==> src/rtl/sram_ex_adapter.sv <==
// Data-side front end for the SRAM controller's ex port: turns MEM-stage byte/half/word
// requests into masked, lane-replicated controller ops and returns extended read data.
module sram_ex_adapter #(
  parameter int unsigned TIMEOUT_CYCLES = 15
) (
  input  logic        clk,
  input  logic        rst,
  input  logic        req_valid,
  output logic        req_ready,
  input  logic        req_we,
  input  logic [1:0]  req_size,
  input  logic        req_signed,
  input  logic [31:0] req_addr,
  input  logic [31:0] req_wdata,
  output logic        resp_valid,
  output logic [31:0] resp_rdata,
  output logic        resp_err,
  output logic        busy,
  output logic        read_op_ex,
  output logic        write_op_ex,
  output logic [31:0] bus_addr_ex,
  output logic [31:0] bus_data_write_ex,
  output logic [3:0]  byte_mask_ex,
  input  logic [31:0] bus_data_read_ex,
  input  logic        bus_stall
);

  typedef enum logic [1:0] {
    S_IDLE  = 2'd0,
    S_ISSUE = 2'd1,
    S_WAIT  = 2'd2,
    S_RESP  = 2'd3
  } state_e;

  // Count value seen during the last cycle allowed in ISSUE+WAIT.
  localparam logic [7:0] TO_LAST = 8'(TIMEOUT_CYCLES - 1);

  function automatic logic is_misaligned(input logic [1:0] size, input logic [1:0] a);
    case (size)
      2'b00:   is_misaligned = 1'b0;
      2'b01:   is_misaligned = a[0];
      2'b10:   is_misaligned = (a != 2'b00);
      default: is_misaligned = 1'b1;
    endcase
  endfunction

  function automatic logic [3:0] lane_mask(input logic [1:0] size, input logic [1:0] a);
    case (size)
      2'b00:   lane_mask = 4'b0001 << a;
      2'b01:   lane_mask = a[1] ? 4'b1100 : 4'b0011;
      2'b10:   lane_mask = 4'b1111;
      default: lane_mask = 4'b0000;
    endcase
  endfunction

  function automatic logic [31:0] lane_data(input logic [1:0] size, input logic [31:0] wd);
    case (size)
      2'b00:   lane_data = {4{wd[7:0]}};
      2'b01:   lane_data = {2{wd[15:0]}};
      2'b10:   lane_data = wd;
      default: lane_data = 32'h0000_0000;
    endcase
  endfunction

  function automatic logic [31:0] extract(input logic [1:0] size, input logic [1:0] a,
                                          input logic sgn, input logic [31:0] rd);
    logic [7:0]  b;
    logic [15:0] h;
    b = 8'(rd >> {a, 3'b000});
    h = a[1] ? rd[31:16] : rd[15:0];
    case (size)
      2'b00:   extract = sgn ? {{24{b[7]}}, b} : {24'h00_0000, b};
      2'b01:   extract = sgn ? {{16{h[15]}}, h} : {16'h0000, h};
      2'b10:   extract = rd;
      default: extract = 32'h0000_0000;
    endcase
  endfunction

  state_e      state_q, state_d;
  logic [31:0] addr_q, addr_d;
  logic [1:0]  size_q, size_d;
  logic        we_q, we_d;
  logic        sgn_q, sgn_d;
  logic [3:0]  mask_q, mask_d;
  logic [31:0] wdata_q, wdata_d;
  logic        rd_op_q, rd_op_d;
  logic        wr_op_q, wr_op_d;
  logic [7:0]  cnt_q, cnt_d;
  logic        rvalid_q, rvalid_d;
  logic [31:0] rdata_q, rdata_d;
  logic        rerr_q, rerr_d;
  logic        timeout_s;

  assign timeout_s = (cnt_q == TO_LAST);

  // Next-state and datapath decisions; timeout outranks any bus_stall event on the same edge.
  always_comb begin
    state_d  = state_q;
    addr_d   = addr_q;
    size_d   = size_q;
    we_d     = we_q;
    sgn_d    = sgn_q;
    mask_d   = mask_q;
    wdata_d  = wdata_q;
    rd_op_d  = rd_op_q;
    wr_op_d  = wr_op_q;
    cnt_d    = cnt_q;
    rvalid_d = 1'b0;
    rdata_d  = 32'h0000_0000;
    rerr_d   = 1'b0;
    case (state_q)
      S_IDLE: begin
        if (req_valid) begin
          addr_d = req_addr;
          size_d = req_size;
          we_d   = req_we;
          sgn_d  = req_signed;
          if (is_misaligned(req_size, req_addr[1:0])) begin
            state_d  = S_RESP;
            rvalid_d = 1'b1;
            rerr_d   = 1'b1;
            mask_d   = 4'b0000;
            wdata_d  = 32'h0000_0000;
          end else begin
            state_d = S_ISSUE;
            rd_op_d = ~req_we;
            wr_op_d = req_we;
            mask_d  = lane_mask(req_size, req_addr[1:0]);
            wdata_d = lane_data(req_size, req_wdata);
            cnt_d   = 8'd0;
          end
        end else begin
          state_d = S_IDLE;
        end
      end
      S_ISSUE: begin
        cnt_d = cnt_q + 8'd1;
        if (timeout_s) begin
          state_d  = S_RESP;
          rd_op_d  = 1'b0;
          wr_op_d  = 1'b0;
          rvalid_d = 1'b1;
          rerr_d   = 1'b1;
        end else if (bus_stall) begin
          state_d = S_WAIT;
          rd_op_d = 1'b0;
          wr_op_d = 1'b0;
        end else begin
          state_d = S_ISSUE;
        end
      end
      S_WAIT: begin
        cnt_d = cnt_q + 8'd1;
        if (timeout_s) begin
          state_d  = S_RESP;
          rd_op_d  = 1'b0;
          wr_op_d  = 1'b0;
          rvalid_d = 1'b1;
          rerr_d   = 1'b1;
        end else if (!bus_stall) begin
          state_d  = S_RESP;
          rvalid_d = 1'b1;
          rdata_d  = we_q ? 32'h0000_0000 : extract(size_q, addr_q[1:0], sgn_q, bus_data_read_ex);
        end else begin
          state_d = S_WAIT;
        end
      end
      S_RESP: begin
        state_d = S_IDLE;
      end
      default: begin
        state_d = S_IDLE;
        rd_op_d = 1'b0;
        wr_op_d = 1'b0;
      end
    endcase
  end

  // State and output registers; reset aborts any access without a response.
  always_ff @(posedge clk or negedge rst) begin
    if (!rst) begin
      state_q  <= S_IDLE;
      addr_q   <= 32'h0000_0000;
      size_q   <= 2'b00;
      we_q     <= 1'b0;
      sgn_q    <= 1'b0;
      mask_q   <= 4'b0000;
      wdata_q  <= 32'h0000_0000;
      rd_op_q  <= 1'b0;
      wr_op_q  <= 1'b0;
      cnt_q    <= 8'd0;
      rvalid_q <= 1'b0;
      rdata_q  <= 32'h0000_0000;
      rerr_q   <= 1'b0;
    end else begin
      state_q  <= state_d;
      addr_q   <= addr_d;
      size_q   <= size_d;
      we_q     <= we_d;
      sgn_q    <= sgn_d;
      mask_q   <= mask_d;
      wdata_q  <= wdata_d;
      rd_op_q  <= rd_op_d;
      wr_op_q  <= wr_op_d;
      cnt_q    <= cnt_d;
      rvalid_q <= rvalid_d;
      rdata_q  <= rdata_d;
      rerr_q   <= rerr_d;
    end
  end

  assign req_ready         = (state_q == S_IDLE);
  assign busy              = (state_q != S_IDLE);
  assign read_op_ex        = rd_op_q;
  assign write_op_ex       = wr_op_q;
  assign bus_addr_ex       = addr_q;
  assign bus_data_write_ex = wdata_q;
  assign byte_mask_ex      = mask_q;
  assign resp_valid        = rvalid_q;
  assign resp_rdata        = rdata_q;
  assign resp_err          = rerr_q;

endmodule

==> config.mk <==
export PLATFORM = sky130hd
export DESIGN_NAME = sram_ex_adapter
export DESIGN_NICKNAME = d
export VERILOG_FILES = /design/src/rtl/sram_ex_adapter.sv
export SDC_FILE = /design/constraint.sdc
export NUM_CORES = 1
export LEC_CHECK = 0
export ABC_CLOCK_PERIOD_IN_PS = 2020
export CAP_MARGIN = 20
export CORE_MARGIN = 5
export CORE_UTILIZATION = 44
export DETAILED_ROUTE_END_ITERATION = 10
export PLACE_DENSITY = 0.84
export SLEW_MARGIN = 10
export SYNTH_ARGS = -nofsm -noshare
export SYNTH_HDL_FRONTEND = slang
export SYNTH_SLANG_ARGS = --single-unit
==> constraint.sdc <==
create_clock -name clk -period 2.02 [get_ports clk]
set_clock_uncertainty 0.15 [all_clocks]
set_input_delay 0.404 -clock clk [delete_from_list [all_inputs] [get_ports clk]]
set_output_delay 0.404 -clock clk [all_outputs]
set_load 0.05 [all_outputs]
Word-level counts from Yosys, hierarchy flattened
Index checks and enable logic that the tools add are counted.

Add/subtract/negate cells: 1. Eq/ne operators: 12. Shifts and indexed selects: 2. Mux-type cells: 42. Bitwise operators: 1. Reduce and logical (&&, ||, !) cells: 11.

Operator list (count): 32-bit two-way mux (7); 32-bit one-hot mux with 3 select lines (2); 32-bit by 5-bit >> shifter with 8-bit output (1); 1-bit two-way mux (16); 16-bit two-way mux (1); 8-bit two-way mux (2); 8-bit one-hot mux with 2 select lines (1); 1-bit one-hot mux with 3 select lines (4); 4-bit one-hot mux with 3 select lines (1); 8-bit by 1-bit adder with 8-bit output (second input constant) (1); 2-bit == test (second input constant) (4); 8-bit by 4-bit == test with 1-bit output (second input constant) (1); 2-bit two-way mux (4); 4-bit two-way mux (2); 2-bit one-hot mux with 4 select lines (1); 2-bit by 1-bit == test with 1-bit output (second input constant) (3); 2-bit logical NOT (3); 2-bit != test (second input constant) (3); 2-bit nonzero test (3); 5-bit AND reduction (1); 1-bit by 2-bit << shifter with 4-bit output (first input constant) (1); 3-bit != test (second input constant) (1); 3-bit AND reduction (1); 3-bit nonzero test (1); 4 further kinds (4).

Register bits after elaboration: 118. Output and inout port bits: 106. Word-level logic and storage cells: 82.

Logic depth before layout (Yosys ltp)
Gate-level depths: netlist of run 1.

Word-level depth: 7. Depth in mapped cells: 8.

Worst setup path after synthesis of run 1
No wires, ideal clock.

Path type: reg-to-reg. From: reg state_q[0]. To: reg rerr_q, in the netlist resp_err. Arrival time: 1.961 ns. Path slack: -0.168 ns. Cell stages (with the launch flop): 9. Path buffers: 3. Clock period less this slack: 2.188 ns. Path through: dfrtp_1 -> inv_1 -> ha_1 -> buf_2 -> and2_1 -> buf_2 -> buf_2 -> nand2_1 -> a21oi_1.

Elaborated cells on any way between the ends: 5. Classes of those cells: eq/ne: 2; mux: 1; reduce/logical: 2.

RTL lines: start, declared (RTL line 79) `state_e state_q, state_d;`; start signal, assigned (RTL line 196) `state_q <= state_d;`; 2-bit logical NOT; via req_ready (RTL line 9) `output logic req_ready,`; 1-bit one-hot mux with 2 select lines (RTL line 111) `case (state_q)`; via rerr_d (RTL line 91) `logic rerr_q, rerr_d;`; end signal, assigned (RTL line 208) `rerr_q <= rerr_d;`; end, declared (RTL line 91).

The timed path passes the listed nets, and every way through them passes these cells. A chain may end at the register's enable or synchronous reset.

Worst setup path after layout of run 1
From: reg state_q[1]. To: out busy.

Cells in the longest elaborated chain, start to end: 1.

Ends and longest elaborated chain: 2-bit nonzero test (RTL line 213) `assign busy = (state_q != S_IDLE);`; end, declared (RTL line 18) `output logic busy,`.

Every way passes these cells.

==> reports/qor.txt, run 1 <==
Status: finished clean
Power Density: 1690 nW/um^2
Largest net degree at the start of global routing: 55
CP required: 1.47 ns
Largest cells by area after synthesis: dfrtp_1 54%, nand2_1 12%, a21oi_1 4.5%, a22oi_1 2.2%, mux2i_1 2.0%
Core Area: 12200 sq um
Die Y: 122 microns
1st-iter DRT viols: 575
Synth Area in XOR/XNOR: 0.00159
Clk_lat worst skew: 0.41 ns
# nets final: 928
Async set or reset register ratio after synthesis: 1.00
Via-to-Cell Ratio: 5.37
Finished Cell Area: 8390 sq um
Multiplexer share of the synthesized area: 0.0432
DRT Wirelength: 17700 microns
Vias in the first global route: 5462
Initial Util: 0.453
Area share of fa/ha/maj cells after synthesis: 0.0136
Cell variety after synth: 54
Final HPWL DP: 13000 microns
Overflow after GRT: 0
Most common cell on crit path: inv_1
CTS Buf Count: 17
Compound-cell area share of the yosys netlist: 0.177
Finished Layout Cells: 997
Mapped cell area: 5510 sq um
Worst VDD drop: 0.976 mV
Mapped Nets: 700
Final Slew Violations: 0
Fmax achieved: 516 MHz
CTS tree: done
Port Buf Inserts: 209
WP buf/inv: 3
Final WS setup: 0.0804 ns
Ports: 210
Final min period: 1.94 ns
Worst-Margin Slew: 0.597 ns
RePlAce Congestion: 0.876
WL/cell: 17.7 microns
Post-Synth Simple-Gate Area: 0.186
First drt pass iteration count: 5
Synth Register Bits: 118
Crit path kind: register to output port
Leak Pwr: 4.01 nW
Period utilization: 0.960
Placed Area: 7780 sq um
EDFF count, synth: 0
Crit path DAT: 1.39 ns
Tot Pwr: 0.0142 W
Setup violators final: 0
Row count: 40
RSZ-0062 raised after global routing: no
Syn avg cell area: 9.33 sq um
Top FF cell, synth: dfrtp_1
Max_slew headroom: 0.601
First-pass GRT wire length: 27900 microns
Root Driver: clkbuf_16
Cell family with most CP delay: flip-flops
Count of final hold-check violations: 0
Routed vias: 5354
Largest family of logic cells by synthesized area: simple AND/OR/NAND/NOR gates
Yosys top cell area share: 0.536
Post-route ant nets: 0
Clock transition at path regs: 0.05 ns
Synth area leader: dfrtp_1
Layout cell share with drive strength beyond 1: 0.239
Critical path launch point type: register
CTS sink count: 118
Antenna violations before repair: 0
Slowest cell delay on critical path: 0.40 ns
Setup crit end kind: output port
Die area: 14900 sq um
Total Routing Usage GR: 0.240
Max-cap violations: 0
Area grow syn2layout: 52.4%
Cells along the critical path: inv_1 > ha_4 > inv_1 > buf_12
Htree depth: 4
DRC: 0
Setup Slack @ Placement: -0.444 ns
Post-synthesis instance total: 590
Number of inserted diodes: 0
Register area share after synthesis: 0.536
YS warnings: 0
Hold Path Class: register to register
Die W: 122 microns
CTS max path bufs: 2
Critical path's slowest cell: dfrtp_1
Setup tns final: 0 ns
Placed cells: 964
CP max FO: 4
## final timing paths
| path | slack (ns) | end | startpoint | depth (start not counted) |
|---|---|---|---|---|
| worst max-delay path | 0.08 | busy | state_q[1]$_DFF_PN0_ | 4 |
| worst min-delay path | 0.32 | bus_addr_ex[23]$_DFFE_PN0P_ | bus_addr_ex[23]$_DFFE_PN0P_ | 2 |
| worst max register to register | 0.14 | read_op_ex$_DFFE_PN0P_ | cnt_q[0]$_DFFE_PN0P_ | 6 |
| worst min register to register | 0.32 | bus_addr_ex[23]$_DFFE_PN0P_ | bus_addr_ex[23]$_DFFE_PN0P_ | 2 |
| max in group asynchronous | 0.78 | resp_rdata[31]$_DFF_PN0_ | rst | 3 |
| min in group asynchronous | 0.38 | bus_data_write_ex[4]$_DFFE_PN0P_ | rst | 2 |
## cells by family after synthesis
logic type	after synthesis
DFF	118
xor gates and xnor gates	1
and+or+nand+nor	243
buffers and inverters	50
adders and majority gates	6
muxes	21
AOI/OAI and AO/OA	151
## routing by layer
layer / track usage / vias to the layer above / routed length, microns
li1: - / 2482 / -
met3: 0.0757 / 30 / 1450
met2: 0.403 / 281 / 8810
met5: 0 / - / 0
met4: 0.0868 / 0 / 337
met1: 0.290 / 2561 / 7100
## state kept, by name (all words and copies together), names as in the netlist, 2 cells and up
| register | count |
|---|---|
| state_q | 2 |
| bus_data_write_ex | 32 |
| byte_mask_ex | 4 |
| size_q | 2 |
| resp_rdata | 32 |
| bus_addr_ex | 32 |
| cnt_q | 8 |
## tightest hold or removal path: stages (launching register included)
cell	delay (ns)
dfrtp_1	0.34
nand2_1	0.05
nand2_1	0.05
## timing repair
action / 4_1_cts / 5_1_grt
endpoints found under the hold margin: 30 / 0
gates resized for setup: 5 / 4
setup buffers: 2 / 0
cloned: 0 / 0
pin swaps: 0 / 0
hold buffers: 1 / 0
setup endpoints to repair: 10 / 4
## final cells by class
class,count,area [sq um]
Tap cell,168,210
Sequential cell,118,2960
Clock inverter,2,35.0
Inverter,9,33.8
Multi-Input combinational cell,422,2340
Timing Repair Buffer,250,2260
Fill cell,940,3770
Clock buffer,28,547
## per-stage QoR
step,util,hold WS [ns]
floorplan,-,-0.0416
global placement,0.640,0.238
detailed placement,0.640,0.245
CTS,0.690,0.327
global route,0.690,0.349
finish,0.690,0.322
## where the power goes
part / switching, W / internal (W) / total, W / leakage, nW
Combinational: 0.00493 / 0.00252 / 0.00745 / 2.18
Sequential: 0.000589 / 0.00320 / 0.00379 / 1.55
Clock: 0.000988 / 0.00194 / 0.00293 / 0.289
Total: 0.00651 / 0.00766 / 0.0142 / 4.01
## cells in the mapped netlist, types with 3 or more instances
cell / instances
a22o_1: 4
ha_1: 6
nand3_1: 11
nor2b_1: 5
a222oi_1: 4
o21ai_0: 20
clkbuf_1: 14
buf_2: 21
mux2_2: 6
dfrtp_1: 118
o211ai_1: 3
nand2_1: 179
nor2_1: 23
a21oi_1: 49
mux2_4: 4
a31oi_1: 7
o31ai_1: 12
inv_1: 9
a22oi_1: 16
and2_1: 3
a21o_1: 5
buf_1: 3
o21ai_1: 16
nand2b_1: 3
mux2i_1: 11
## cell usage in the layout (no fill, tap or decap), types with 2 or more instances in the layout
master           count
o211ai_1             3
a31oi_1              7
a22o_1               4
mux2i_1             11
and2_1               2
nand2_1            178
o31ai_1             12
a21oi_1             49
nand2b_1             3
o21a_1               2
nor3_2               2
a21o_1               5
clkbuf_1             3
buf_12              10
o21ai_0             20
clkbuf_8             8
nor2_1              23
mux2_2               6
nor2b_1              5
a222oi_1             4
dfrtp_2              2
inv_1                8
o21ai_2              2
a22oi_1             16
or3_1                2
dlygate4sd2_1        4
buf_4              133
mux2_4               4
clkbuf_16           17
nand4_1              2
nand3_1             11
clkdlybuf4s50_1    102
nor3_1               2
ha_1                 5
and2_4               2
dfrtp_1            116
o21ai_1             16
o211ai_4             2
No activity file was read; power rests on OpenSTA's default activity.
==> run 2: changes to the inputs <==
ABC_CLOCK_PERIOD_IN_PS = default   (was 2020)
PLACE_DENSITY = default   (was 0.84)
PLACE_DENSITY_LB_ADDON = 0.12   (was default)
==> run 2 against run 1 <==
Against the previous run:
- sequential share of layout area about the same
- sequential power decreased by 1%
- power increased by 0.41%
- wire length decreased by 8.3%
- combinational power about the same
- first-iteration DRC count decreased by 15%
- critical path depth unchanged
- die area unchanged
- clock power increased by 3%
- design area decreased by 0.15%
- largest power group unchanged
==> reports/qor.txt, run 2 (synthesized netlist as in run 1, its figures left out) <==
Root Driver: clkbuf_16
WP buf/inv: 3 (unchanged)
Fmax achieved: 518 MHz (+0.45%)
CTS sink count: 118 (unchanged)
First drt pass iteration count: 8 (+3)
Cell family with most CP delay: flip-flops
Layout cell share with drive strength beyond 1: 0.239 (unchanged)
CTS tree: done
Period utilization: 0.956 (-0.00430)
Power Internal: 0.00776 W (+1.3%)
Via-to-Cell Ratio: 5.20 (-3.1%)
Crit path kind: register to output port
Core Area: 12200 sq um (unchanged)
CP max FO: 4 (unchanged)
Critical path's slowest cell: dfrtp_1
Final Util: 0.689 (-0.00103)
Setup violators final: 0 (unchanged)
FF-to-FF setup slack: 0.14 ns (about the same)
Post-route ant nets: 0 (unchanged)
RSZ-0062 raised after global routing: no
Final HPWL DP: 12200 microns (-6.5%)
Power share of the clock group: 0.213 (+0.006)
Sequential Power Share: 0.263 (-0.005)
Critical path launch point type: register
CTS Buf Count: 17 (unchanged)
Final Slew Violations: 0 (unchanged)
DRC: 0 (unchanged)
Number of inserted diodes: 0 (unchanged)
1st-iter DRT viols: 490 (-15%)
Total Routing Usage GR: 0.221 (-0.0183)
Port Buf Inserts: 209 (unchanged)
Final min period: 1.93 ns (-0.00868 ns)
CTS max path bufs: 2 (unchanged)
Setup tns final: 0 ns (unchanged)
Power Density: 1700 nW/um^2 (+0.56%)
# nets final: 927 (-0.11%)
Hold_ws: 0.264 ns (-0.0585 ns)
Cells along the critical path: inv_2 > ha_4 > inv_1 > buf_12
Die Y: 122 microns (unchanged)
Status: finished clean
Routed vias: 5187 (-3.1%)
Leak Pwr: 4.01 nW (-0.21%)
Finished Cell Area: 8380 sq um (-0.15%)
Setup crit end kind: output port
Slowest cell delay on critical path: 0.42 ns (+0.02 ns)
Die W: 122 microns (unchanged)
Commonest non-fill, non-tap cell in the layout: nand2_1
Switching Fraction: 0.454 (-0.00498)
Initial Util: 0.453 (unchanged)
Commonest cells after routing, fill and taps aside: 178 x nand2_1, 134 x buf_4, 118 x dfrtp_1, 102 x clkdlybuf4s50_1, 49 x a21oi_1
Combinational power share: 0.524 (-0.002)
Htree depth: 4 (unchanged)
First-pass GRT wire length: 26000 microns (-6.9%)
Hold Path Class: primary input to asynchronous set/reset pin
Ports: 210 (unchanged)
CP required: 1.47 ns (about the same)
Clk_lat worst skew: 0.41 ns (about the same)
Largest net degree at the start of global routing: 57 (+3.6%)
Overflow after GRT: 0 (unchanged)
Die area: 14900 sq um (unchanged)
DRT Wirelength: 16200 microns (-8.3%)
Clock transition at path regs: 0.05 ns (about the same)
NetSw: 0.00646 W (-0.68%)
RePlAce Congestion: 0.846 (-3.5%)
Worst-Margin Slew: 0.701 ns (+0.104 ns)
Row count: 40 (unchanged)
Placed Area: 7740 sq um (-0.55%)
Setup Slack @ Placement: -0.148 ns (+0.296 ns)
Antenna violations before repair: 0 (unchanged)
Max_slew headroom: 0.532 (-0.0695)
WL/cell: 16.3 microns (-8.3%)
Vias in the first global route: 5093 (-6.8%)
Crit path DAT: 1.38 ns (about the same)
Area grow syn2layout: 52.1%
Count of final hold-check violations: 0 (unchanged)
Worst VDD drop: 1.07 mV (+9.8%)
Final WS setup: 0.0891 ns (+0.00868 ns)
Max-cap violations: 0 (unchanged)
FILL cells: 964 (+2.6%)
==> run 2: worst paths after layout <==
path	from	end	cells past startpoint
max	state_q[1]$_DFF_PN0_	busy	4
min	rst	bus_data_write_ex[27]$_DFFE_PN0P_	2
max reg2reg	cnt_q[0]$_DFFE_PN0P_	write_op_ex$_DFFE_PN0P_	6
min reg2reg	bus_addr_ex[10]$_DFFE_PN0P_	bus_addr_ex[10]$_DFFE_PN0P_	2
max in group asynchronous	rst	resp_rdata[10]$_DFF_PN0_	3
min in group clk	bus_addr_ex[10]$_DFFE_PN0P_	bus_addr_ex[10]$_DFFE_PN0P_	2
==> run 2: timing repair <==
item / in CTS / in global routing
endpoints found under the setup margin: 4 / 1
hold endpoints to repair: 15 / 0
hold buffers: 1 / 0
setup buffers: 2 / 1
pin swaps: 1 / 0
gates resized for setup: 3 / 1
==> run 2: cell type report <==
class	instances	area, sq um	share of cell area
Multi-Input combinational cell	422	2340	0.279
Clock buffer	22	474	0.0566
Tap cell	168	210	0.0251
Timing Repair Buffer	249	2240	0.268
Sequential cell	118	2950	0.353
Inverter	9	33.8	0.00403
Clock inverter	9	125	0.0149
==> run 2: per-stage QoR <==
step / std cells / total power, W
2_1_floorplan: 590 / 0.00862
3_3_place_gp: 962 / 0.0110
3_5_place_dp: 962 / 0.0111
4_1_cts: 996 / 0.0143
5_1_grt: 997 / 0.0150
6_report: 997 / 0.0142
==> run 2: metal layers <==
layer / vias up / track usage / part of all wire
li1: 2485 / - / -
met1: 2456 / 0.294 / 0.42
met2: 226 / 0.352 / 0.48
met3: 20 / 0.0608 / 0.087
met4: 0 / 0.0756 / 0.014
met5: - / 0 / 0
==> run 2: power groups by stage <==
stage	sequential [W]	clock (W)	combinational [W]
finish	0.00375	0.00303	0.00745
global route	0.00385	0.00320	0.00795
CTS	0.00375	0.00308	0.00746
detailed placement	0.00376	0	0.00738
global placement	0.00375	0	0.00725
floorplan	0.00615	0	0.00247
